[config.mk]
export PLATFORM = sky130hd
export DESIGN_NAME = aes_block_sequencer
export DESIGN_NICKNAME = d
export VERILOG_FILES = /design/src/rtl/aes_block_sequencer.sv
export SDC_FILE = /design/constraint.sdc
export NUM_CORES = 1
export LEC_CHECK = 0
export CORE_MARGIN = 2
export CORE_UTILIZATION = 45
export CTS_CLUSTER_DIAMETER = 120
export DETAILED_ROUTE_END_ITERATION = 16
export DONT_BUFFER_PORTS = 1
export PLACE_DENSITY = 0.66
export SLEW_MARGIN = 20
export SYNTH_ARGS = -nofsm -noshare
export SYNTH_HDL_FRONTEND = slang
export SYNTH_SLANG_ARGS = --single-unit
[constraint.sdc]
create_clock -name clk -period 2.4 [get_ports clk]
set_input_delay 0.24 -clock clk [delete_from_list [all_inputs] [get_ports clk]]
set_output_delay 0.24 -clock clk [all_outputs]
set_load 0.01 [all_outputs]
[src/rtl/aes_block_sequencer.sv]
// aes_block_sequencer
//   Packs committed USB payload bytes into 128-bit blocks for an AES core.
//   The first complete block after reset is loaded as the key. Every later
//   block is launched with aes_start, and the ciphertext is latched on
//   data_out with a one-cycle complete pulse. Bytes of a packet that ends
//   with an error are rolled back to the last good packet boundary.
//
// Handshakes:
//   rx_byte_valid and rx_pkt_end are one-cycle strobes. A byte is taken only
//   while rx_ready is high and the block is not full; any other strobed byte
//   is dropped and sets the sticky overflow flag. aes_start is a one-cycle
//   launch pulse. aes_done is a one-cycle result strobe that is honoured only
//   while the sequencer is waiting for the core.
//
// Ports:
//   clk, rst                     clock, synchronous active-high reset
//   rx_data/rx_byte_valid        received byte and its strobe
//   rx_pkt_end/rx_pkt_err        end-of-packet strobe and its error flag
//   rx_ready                     high while bytes are accepted
//   key_out/key_load             key register and its update pulse
//   aes_data/aes_start           plaintext block and launch pulse
//   aes_done/aes_result          core result strobe and ciphertext
//   data_out/complete            latched ciphertext and its valid pulse
//   overflow/timeout             sticky error flags
//   state_dbg                    current FSM state, for observation only
module aes_block_sequencer #(
  parameter int BLOCK_BYTES = 16,
  parameter int AES_TIMEOUT = 64
) (
  input  logic         clk,
  input  logic         rst,
  input  logic [7:0]   rx_data,
  input  logic         rx_byte_valid,
  input  logic         rx_pkt_end,
  input  logic         rx_pkt_err,
  output logic         rx_ready,
  output logic [127:0] key_out,
  output logic         key_load,
  output logic [127:0] aes_data,
  output logic         aes_start,
  input  logic         aes_done,
  input  logic [127:0] aes_result,
  output logic [127:0] data_out,
  output logic         complete,
  output logic         overflow,
  output logic         timeout,
  output logic [2:0]   state_dbg
);

  localparam int CW = $clog2(BLOCK_BYTES + 1);
  localparam int TW = $clog2(AES_TIMEOUT);

  typedef enum logic [2:0] {
    KEY_FILL  = 3'd0,
    DATA_FILL = 3'd1,
    START     = 3'd2,
    WAIT      = 3'd3,
    DONE      = 3'd4
  } state_t;

  state_t          state, state_next;
  logic [CW-1:0]   byte_cnt, commit_cnt, cnt_inc;
  logic [TW-1:0]   timer;
  logic [127:0]    buffer, buffer_next;
  logic            fill, accept, drop, good_commit, bad_commit, block_full;
  logic            timer_expire;

  assign state_dbg = state;

  always_ff @(posedge clk) begin
    if (rst) state <= KEY_FILL;
    else     state <= state_next;
  end

  always_comb begin
    fill         = (state == KEY_FILL) || (state == DATA_FILL);
    accept       = fill && rx_byte_valid && (byte_cnt != CW'(BLOCK_BYTES));
    drop         = rx_byte_valid && !accept;
    cnt_inc      = accept ? byte_cnt + CW'(1) : byte_cnt;
    // Commit/rollback sees the count after this cycle's byte.
    good_commit  = fill && rx_pkt_end && !rx_pkt_err;
    bad_commit   = fill && rx_pkt_end && rx_pkt_err;
    block_full   = good_commit && (cnt_inc == CW'(BLOCK_BYTES));
    // A done on the expiry cycle wins over the timeout.
    timer_expire = (state == WAIT) && !aes_done && (timer == TW'(AES_TIMEOUT - 1));

    buffer_next = buffer;
    for (int i = 0; i < BLOCK_BYTES; i++) begin
      if (accept && (byte_cnt == CW'(i)))
        buffer_next[8*(BLOCK_BYTES-1-i) +: 8] = rx_data;
    end

    state_next = state;
    case (state)
      KEY_FILL:  if (block_full) state_next = DATA_FILL;
      DATA_FILL: if (block_full) state_next = START;
      START:     state_next = WAIT;
      WAIT: begin
        if (aes_done)          state_next = DONE;
        else if (timer_expire) state_next = DATA_FILL;
      end
      DONE:      state_next = DATA_FILL;
      default:   state_next = KEY_FILL;
    endcase

    rx_ready  = fill;
    aes_start = (state == START);
    complete  = (state == DONE);
  end

  always_ff @(posedge clk) begin
    if (rst) begin
      byte_cnt   <= '0;
      commit_cnt <= '0;
      timer      <= '0;
      buffer     <= '0;
      key_out    <= '0;
      key_load   <= 1'b0;
      aes_data   <= '0;
      data_out   <= '0;
      overflow   <= 1'b0;
      timeout    <= 1'b0;
    end else begin
      key_load <= 1'b0;
      if (drop) overflow <= 1'b1;
      case (state)
        KEY_FILL, DATA_FILL: begin
          buffer <= buffer_next;
          if (block_full) begin
            byte_cnt   <= '0;
            commit_cnt <= '0;
            if (state == KEY_FILL) begin
              key_out  <= buffer_next;
              key_load <= 1'b1;
            end else begin
              aes_data <= buffer_next;
            end
          end else if (good_commit) begin
            byte_cnt   <= cnt_inc;
            commit_cnt <= cnt_inc;
          end else if (bad_commit) begin
            byte_cnt <= commit_cnt;
          end else begin
            byte_cnt <= cnt_inc;
          end
        end
        START: begin
          byte_cnt   <= '0;
          commit_cnt <= '0;
          timer      <= '0;
        end
        WAIT: begin
          timer <= timer + TW'(1);
          if (aes_done)          data_out <= aes_result;
          else if (timer_expire) timeout  <= 1'b1;
        end
        default: ;
      endcase
    end
  end

endmodule

==> results of run 1 <==
[repair_timing]
item | in CTS | in global routing
pin swaps | 1 | 4
gates resized for setup | 2 | 29
cloned | 0 | 15
buffers inserted | 1 | 7
setup endpoints to repair | 33 | 273
hold buffers | 249 | 0
endpoints found under the hold margin | 533 | 0
[power by group]
group / total, uW / internal [uW] / switching (uW)
clock: 8530 / 5040 / 3500
combinational: 816 / 367 / 449
sequential: 8920 / 8900 / 23.8
total: 18300 / 14300 / 3970
[stage by stage]
step / utilization, % / TNS (ns) / instances / total power (uW)
2_1_floorplan: - / 0 / 2113 / 9500
3_3_place_gp: 47.0 / 0 / 2628 / 9560
3_5_place_dp: 47.0 / -0.0417 / 2628 / 9570
4_1_cts: 56.9 / -0.282 / 2971 / 18300
5_1_grt: 58.0 / -0.817 / 2994 / 18800
6_report: 58.0 / -0.000113 / 2994 / 18300
[registers in the layout, indices dropped and copies added, names as in the netlist]
name	flops
timeout	1
timer	6
key_load	1
data_out	128
key_out	128
commit_cnt	5
state_dbg	3
buffer	128
aes_data	128
overflow	1
byte_cnt	5
[metal layers]
metal,global-route usage [%],vias up
met5,0,-
met4,11.1,2
met3,8.51,167
met2,42.0,692
met1,31.4,7676
li1,-,7340
[final timing paths]
path | startpoint | to | slack [ns]
worst min register to register | commit_cnt[2]$_SDFFE_PP0P_ | commit_cnt[2]$_SDFFE_PP0P_ | 0.47
worst max-delay path | state_dbg[1]$_SDFFE_PP0P_ | data_out[66]$_SDFFE_PP0P_ | -0.0001
worst min-delay path | rx_data[3] | buffer[83]$_SDFFE_PP0N_ | 0.04
worst max register to register | state_dbg[1]$_SDFFE_PP0P_ | data_out[66]$_SDFFE_PP0P_ | -0.0001
[cells by family after synthesis]
family / Yosys count
flip-flops: 534
buffers and inverters: 274
AO/OA/AOI/OAI: 166
AND/OR/NAND/NOR: 744
multiplexers: 385
adder cells (fa/ha/maj): 6
XOR/XNOR: 4
[area by class of cell]
class / instances / area (um2) / share of cell area [%]
sequential: 534 / 10700 / 41.8
inverter: 134 / 508 / 1.99
clock buffer: 81 / 1650 / 6.44
timing repair buffer: 332 / 3500 / 13.7
tap: 592 / 741 / 2.90
multi-input combinational: 1308 / 8330 / 32.6
clock inverter: 12 / 154 / 0.602
antenna: 1 / 2.50 / 0.00978
[cells in the mapped netlist (3+ instances only)]
master,count,area [um2]
dfxtp_1,534,10700
nand2_1,533,2000
mux2i_1,384,3840
a21oi_1,139,696
inv_1,133,499
or2_2,129,807
clkbuf_1,104,390
nand3_1,27,135
nor2_1,24,90.1
buf_6,15,169
buf_4,10,75.1
buf_2,8,40.0
ha_1,6,75.1
o21ai_0,5,25.0
nand4_1,4,25.0
o2111ai_1,4,35.0
and3_1,3,18.8
buf_1,3,11.3
nor2b_1,3,18.8
nor3_1,3,15.0
nor4_1,3,18.8
o31ai_1,3,22.5
xnor2_1,3,26.3
[worst register-to-register path, delay by kind of cell, from the launching register on]
family	cells	cell delay [ns]
AO/OA/AOI/OAI	1	0.18
buffers and inverters	4	1.26
flip-flops	1	0.38
AND/OR/NAND/NOR	3	0.52
==> impl_results.md, run 1 <==
* Syn Area/Cell at around 9.5 um2
* CP Buf/Inv Count at 4
* Post-synthesis mux area share at 19.2%
* Total gr overflow at 0
* EDFF count, synth at 0
* Worst path arrival time at 2.93 ns
* Cell chain of the critical path: buf_4 > nor2b_2 > buf_4 > nand3_4 > buf_16 > nand2_1 > a21oi_2 > dlygate4sd3_1
* Num ports at approximately 540
* Setup crit start kind: register
* Synth Area in Adders at less than 1%
* Worst Skew at 0.00741 ns
* Worst path max stage delay at 0.59 ns
* CTS root buffer: clkbuf_16
* Die Y at 215 um
* Most common cell after layout, fill and taps aside: dfxtp_1
* Critical Path RT at ~2.9 ns
* Worst skew pair latency at a little under 0.6 ns
* DR top layer: met5
* Most frequent cells in the layout: 531 x dfxtp_1, 530 x nand2_1, 382 x mux2i_1, 242 x dlygate4sd3_1, 137 x a21oi_1
* FF+latch count, synth at about 530
* Xor/xnor share of the synthesized area at less than 1%
* Worst-path fanout max at ~100
* WL met2 at 29900 um
* P per Cell Area at between 700 and 800 nW/um2
* Placement Rows at 77
* Met3 Routed Length at between 6000 and 7000 um
* Vias in the first global route at approximately 16000
* Slew HR at 28.5%
* Fill cell count at 3728
* Setup Viol. Count Final at 1
* Sequential share of the synthesized area at around 53%
* Yosys synthesis warning count at 0
* CTS tree: done
* Hold path cells at 3
* Maximum number of pins on one net before global-route repair at 163
* Main combinational cell family by area after synthesis: multiplexers
* Wire per inst at between 20 and 25 um
* Initial core utilization at 45.4%
* Metal-1 WL at about 26000 um
* GPL Wtd Cong at approximately 0.90
* Clk buf depth at 3
* Slowest cell on crit path: dlygate4sd3_1
* Critical path depth in cells at 8
* Syn Std Cell Area at ~20000 um2
* Top FF cell, synth: dfxtp_1
* TritonRoute pass-1 iters at 6
* Post-Synth Simple-Gate Area at roughly 16%
* Total of max-cap violations at 0
* GRT Util Overall at 25.8%
* Leakage at 0.0130 uW
* WL final at about 65000 um
* Die area at between 40000 and 50000 um2
* Area Overhead vs Synth at 27.6%
* Min Tclk post-route at around 2.4 ns
* Crit path max-delay family: buffers and inverters
* CTS buffer count at 55
* PortBufs at 0
* DP Wirelength at between 30000 and 40000 um
* Status: finished with violations
* Final period util at 100%
* Worst-Margin Slew at 1.07 ns
* Mapped Cells at between 2000 and 2500
* Register clock-pin slew on the reported worst setup and hold paths at 0.06 ns
* RSZ-0062 raised after global routing: yes
* Vias per cell at about 5.3
* Fin area at between 20000 and 30000 um2
* First-pass GRT wire length at around 94000 um
* Final #Nets at between 2000 and 3000
* Yosys cell types at 48
* Slew Viols, Final at 0
* Post-DP Area at just over 20000 um2
* DR iter-0 viols at around 1100
* FFs w/ async S/R, synth at 0%
* Core ar. at ~44000 um2
* CTS Sinks at 534
* Final hold vios at 0
* Crit path capture type: register
* Synth Area in Compound Gates at roughly 4.6%
* HP Class: input pin to register
* Failing checks: setup timing
* Worst VDD drop at ~0.57 mV
* Final worst slack at -0.000113 ns
* Vias at between 15000 and 20000
* Antenna violations before repair at 2
* R2r worst-path depth at 8
* CP dominant cell by count: buf_4
* DRC viols at 0
* F_max at around 0.42 GHz
* Routed Antenna Nets at 0
* Final hold slack at roughly 0.044 ns
* CTS H-tree depth at 2
* Layout cells sized above 1 at about 14%
* Die W at 215 um
* Critical path class: register to register
* Mapped Nets at 2261
* Place WS at -0.0374 ns
(Power assumes the default switching activity.)
==> run 2: changes to the inputs <==
==> constraint.sdc (replaced) <==
create_clock -name clk -period 2 [get_ports clk]
set_input_delay 0.2 -clock clk [delete_from_list [all_inputs] [get_ports clk]]
set_output_delay 0.2 -clock clk [all_outputs]
set_load 0.01 [all_outputs]
==> run 2 against run 1 <==
Effect of this change: the run ends with hold timing, setup timing left; combinational power up 36%; wire length is 6.8% lower; core utilization is 0.39 points lower; via count shrank 2.6%; cell count fell by 2.2%; clock power increased by 16%; clock-buffer cell count is 3 higher; critical path depth rose by 1; power grew 19%; sequential power is 20% higher; worst setup slack lost 0.23 ns; largest power group unchanged.
==> impl_results.md, run 2 (synthesized netlist as in run 1, its figures left out) <==
* Total gr overflow at 0
* Final period util at 112%
* Final hold slack at -0.220 ns
* Vias per cell at ~5.3
* Most common cell after layout, fill and taps aside: nand2_1
* Grt met3 use at 7.18%
* DR iter-0 viols at 889
* Clk buf depth at 3
* Layout Cells excl Fill at about 2900
* CP Buf/Inv Count at 2
* First-pass GRT wire length at 88900 um
* Maximum number of pins on one net before global-route repair at 282
* CP dominant cell by count: ha_4
* Num ports at roughly 540
* Worst-Margin Slew at between 1 and 1.5 ns
* R2R setup slack at -0.23 ns
* DRC viols at 0
* CTS tree: done
* Vias at 15470
* Antenna violations before repair at 1
* TritonRoute pass-1 iters at 5
* Leakage at approximately 0.013 uW
* Cell chain of the critical path: ha_4 > and3_4 > ha_4 > nand3_4 > o211ai_4 > or3_4 > buf_12 > clkbuf_16 > mux2i_1
* Final worst slack at -0.232 ns
* Worst skew pair latency at 0.60 ns
* CTS buffer count at 53
* Worst VDD drop at 0.717 mV
* Most frequent cells in the layout: 530 x nand2_1, 529 x dfxtp_1, 380 x mux2i_1, 138 x a21oi_1, 134 x dlygate4sd3_1
* Most used routing layer: met2
* Worst-path fanout max at 7
* Place WS at -0.222 ns
* Crit path capture type: register
* CTS Sinks at 534
* Layout cells sized above 1 at between 15 and 20%
* GRT Util Overall at roughly a quarter
* Crit path max-delay family: simple AND/OR/NAND/NOR gates
* Area Overhead vs Synth at 26.8%
* HP Class: input pin to register
* Worst path arrival time at approximately 2.7 ns
* Slew HR at roughly 22%
* Slew Viols, Final at 0
* Worst path max stage delay at approximately 0.53 ns
* Initial core utilization at about 45%
* P per Cell Area at about 850 nW/um2
* Die Y at 215 um
* Vias in the first global route at 15505
* Final #Nets at roughly 2400
* Total of max-cap violations at 0
* Failing checks: hold timing, setup timing
* PortBufs at 0
* Die area at roughly 46000 um2
* Die W at about 220 um
* Placed cells at 2647
* Grt met2 use at between 40% and 50%
* Routed Antenna Nets at 0
* WL final at 60200 um
* GPL Wtd Cong at ~0.8
* Worst Skew at about 0.025 ns
* CTS H-tree depth at 2
* Critical path class: register to register
* Total inserted antenna cells at 0
* F_max at 0.448 GHz
* Status: finished with violations
* Setup Viol. Count Final at 268
* CTS root buffer: clkbuf_16
* Slowest cell on crit path: or3_4
* DP Wirelength at 36700 um
* Met1 Usage GRT at 27.6%
* Placement Rows at 77
* Core ar. at ~44000 um2
* Critical Path RT at approximately 2.5 ns
* Min Tclk post-route at roughly 2.2 ns
* Wire per inst at between 20 and 25 um
* RSZ-0062 raised after global routing: yes
* Register clock-pin slew on the reported worst setup and hold paths at approximately 0.06 ns
* Final hold vios at 220
* Setup crit start kind: register
## run 2: report_power, final
part           switching [uW]  internal [uW]
clock                    4230           5680
combinational             533            574
sequential               28.5          10700
## run 2: repair_timing
| action | in CTS | in global routing |
|---|---|---|
| endpoints found under the setup margin | 262 | 332 |
| cloned | 16 | 8 |
| gates resized for setup | 60 | 64 |
| buffers inserted | 15 | 10 |
| hold endpoints to repair | 534 | 501 |
| hold buffers | 107 | 29 |
| pin swaps | 9 | 4 |
## run 2: worst reg2reg max path, stage by stage, from the launching register on
cell       delay [ns]
dfxtp_4          0.37
ha_4             0.16
and3_4           0.18
ha_4             0.22
nand3_4          0.07
o211ai_4         0.10
or3_4            0.53
buf_12           0.19
clkbuf_16        0.16
mux2i_1          0.12
## run 2: stage by stage
stage | hold slack (ns) | area (um2) | total power, uW | util [%] | setup TNS [ns]
final | -0.220 | 25400 | 21700 | 57.6 | -44.49
after global routing | -0.261 | 25400 | 22300 | 57.6 | -62.14
after CTS | -0.343 | 24600 | 21700 | 55.8 | -34.81
after detailed placement | 0.313 | 21100 | 11500 | 47.8 | -41.18
after global placement | 0.335 | 21100 | 11500 | 47.8 | -26.06
after floorplan | 0.336 | 20300 | 11400 | - | -58.26
## run 2: cell type report
type | count | area (um2)
clock buffers | 84 | 1570
clock inverters | 14 | 163
fillers | 3693 | 18700
inverters | 134 | 513
multi-input cells | 1307 | 8520
flip-flops and latches | 534 | 10700
well taps | 592 | 741
repair buffers | 263 | 3200
## run 2: final timing paths
| kind | depth (start not counted) | startpoint | to |
|---|---|---|---|
| hold / removal | 2 | aes_result[73] | data_out[73]$_SDFFE_PP0P_ |
| setup reg to reg | 9 | byte_cnt[0]$_SDFFE_PP0P_ | aes_data[43]$_SDFFE_PP0P_ |
| hold reg to reg | 2 | commit_cnt[2]$_SDFFE_PP0P_ | commit_cnt[2]$_SDFFE_PP0P_ |
| setup / recovery | 9 | byte_cnt[0]$_SDFFE_PP0P_ | aes_data[43]$_SDFFE_PP0P_ |
## run 2: metal layers
layer / up-vias / wire [um]
met5: - / 0
met4: 0 / 1800
met3: 119 / 4640
met2: 593 / 30300
met1: 7540 / 23500
li1: 7218 / -
==> run 3: changes to the inputs <==
--- a/config.mk
+++ b/config.mk
@@ -5,12 +5,14 @@
 export SDC_FILE = /design/constraint.sdc
 export NUM_CORES = 1
 export LEC_CHECK = 0
+export CELL_PAD_IN_SITES_DETAIL_PLACEMENT = 1
+export CELL_PAD_IN_SITES_GLOBAL_PLACEMENT = 2
 export CORE_MARGIN = 2
-export CORE_UTILIZATION = 45
+export CORE_UTILIZATION = 34
 export CTS_CLUSTER_DIAMETER = 120
 export DETAILED_ROUTE_END_ITERATION = 16
 export DONT_BUFFER_PORTS = 1
-export PLACE_DENSITY = 0.66
+export PLACE_DENSITY = 0.79
 export SLEW_MARGIN = 20
 export SYNTH_ARGS = -nofsm -noshare
 export SYNTH_HDL_FRONTEND = slang
==> run 3 against run 2 <==
Effect of this change: the run still ends with hold timing, setup timing left; clock-buffer cell count down 2; die area up 32%; largest cell class unchanged; global-route usage down 2.6 points; design area up 1.0%; via count down 0.14%; core utilization down 13 points; hold slack better by 0.021 ns; largest power group unchanged; power up 3.0%.
==> impl_results.md, run 3 (synthesized netlist as in run 1, its figures left out) <==
* Antenna violations before repair at 2
* Worst path arrival time at approximately 2.8 ns
* Critical path class: register to register
* HP Class: input pin to register
* P per Cell Area at around 870 nW/um2
* Worst path max stage delay at 0.45 ns
* Min Tclk post-route at approximately 2.3 ns
* Final #Nets at roughly 2400
* Total of max-cap violations at 0
* WL final at between 70000 and 80000 um
* RSZ-0062 raised after global routing: yes
* Grt met3 use at ~8%
* Most common cell after layout, fill and taps aside: nand2_1
* Area Overhead vs Synth at 28.1%
* Routed Antenna Nets at 0
* Vias per cell at between 5 and 6
* Worst-Margin Slew at approximately 1.1 ns
* Worst Skew at around 0.027 ns
* Layout cells sized above 1 at 16.8%
* DP Wirelength at roughly 42000 um
* Final worst slack at -0.271 ns
* Vias at 15448
* CTS buffer count at 56
* Cell chain of the critical path: ha_4 > and3_4 > ha_4 > nand3_4 > o211ai_4 > or3_4 > buf_12 > buf_12 > buf_16 > mux2i_4
* Final period util at 114%
* R2R setup slack at -0.27 ns
* Total gr overflow at 0
* Initial core utilization at about a third
* CTS root buffer: clkbuf_16
* Layout Cells excl Fill at between 3000 and 4000
* Worst VDD drop at roughly 0.75 mV
* F_max at ~0.44 GHz
* Slew HR at approximately 26%
* Worst skew pair latency at 0.62 ns
* Placement Rows at 88
* Die area at slightly above 60000 um2
* Setup Viol. Count Final at around 260
* Grt met2 use at 38.5%
* GPL Wtd Cong at 0.792
* Met1 Usage GRT at a little under a quarter
* Final hold slack at -0.199 ns
* Num ports at approximately 540
* Final hold vios at between 150 and 200
* Crit path max-delay family: simple AND/OR/NAND/NOR gates
* Setup crit start kind: register
* Slew Viols, Final at 0
* Wire per inst at roughly 23 um
* TritonRoute pass-1 iters at 5
* Worst-path fanout max at 7
* Clk buf depth at 3
* Leakage at between 0.01 and 0.015 uW
* Core ar. at between 50000 and 60000 um2
* Final Total Pwr at around 22000 uW
* Critical Path RT at ~2.5 ns
* DR iter-0 viols at around 570
* CP Buf/Inv Count at 3
* GRT Util Overall at between 20% and 30%
* CTS tree: done
* Register clock-pin slew on the reported worst setup and hold paths at 0.07 ns
* CTS H-tree depth at 2
* Hold_buf cts at 130
* Most used routing layer: met2
* First-pass GRT wire length at 101000 um
* Placed cells at ~2800
* Die W at 247 um
* Fill cell count at 6323
* Crit path capture type: register
* Die Y at around 250 um
* Most frequent cells in the layout: 531 x nand2_1, 529 x dfxtp_1, 376 x mux2i_1, 139 x a21oi_1, 131 x inv_1
* Status: finished with violations
* Slowest cell on crit path: or3_4
* Final setup TNS at -37.22 ns
* DRC viols at 0
* Failing checks: hold timing, setup timing
* CTS Sinks at approximately 530
* Maximum number of pins on one net before global-route repair at ~280
* Vias in the first global route at 16739
* PortBufs at 0
## run 3: repair_timing
action / in CTS / in global routing
pin swaps: 6 / 7
setup buffers: 13 / 6
cloned: 12 / 18
endpoints found under the setup margin: 263 / 318
endpoints found under the hold margin: 533 / 531
resized for setup: 44 / 54
## run 3: final timing paths
check                                   from                         end  cells past startpoint
setup / recovery    byte_cnt[1]$_SDFFE_PP0P_   aes_data[83]$_SDFFE_PP0P_                     10
hold / removal                aes_result[63]   data_out[63]$_SDFFE_PP0P_                      2
setup reg to reg    byte_cnt[1]$_SDFFE_PP0P_   aes_data[83]$_SDFFE_PP0P_                     10
hold reg to reg   commit_cnt[2]$_SDFFE_PP0P_  commit_cnt[2]$_SDFFE_PP0P_                      2
## run 3: routing by layer
metal	wire, um	part of all wire (%)	up-vias
met3	6180	8.7	171
li1	-	-	7186
met4	2920	4.1	2
met1	26700	38	7615
met5	8	0.011	-
met2	34800	49	474
## run 3: cell type report
| class | instances | area, um2 | area share, % |
|---|---|---|---|
| diodes | 2 | 5.00 | 0.0195 |
| well taps | 765 | 957 | 3.73 |
| clock buffers | 82 | 1600 | 6.23 |
| clock inverters | 17 | 235 | 0.916 |
| multi-input cells | 1305 | 8470 | 33.0 |
| flip-flops and latches | 534 | 10700 | 41.7 |
| inverters | 134 | 515 | 2.01 |
| repair buffers | 249 | 3190 | 12.4 |
## run 3: power by group
part,leakage [uW],total [uW],switching (uW),internal (uW)
combinational,0.00742,1100,546,555
sequential,0.00430,10700,32.4,10700
clock,0.000899,10500,4380,6160
total,0.0126,22400,4960,17400
## run 3: through the flow
| stage | instance area, um2 | setup WS, ns | utilization (%) |
|---|---|---|---|
| 2_1_floorplan | 20300 | -0.251 | - |
| 3_3_place_gp | 21300 | -0.139 | 36.7 |
| 3_5_place_dp | 21300 | -0.213 | 36.7 |
| 4_1_cts | 25100 | -0.213 | 43.3 |
| 5_1_grt | 25700 | -0.337 | 44.2 |
| 6_report | 25700 | -0.271 | 44.2 |
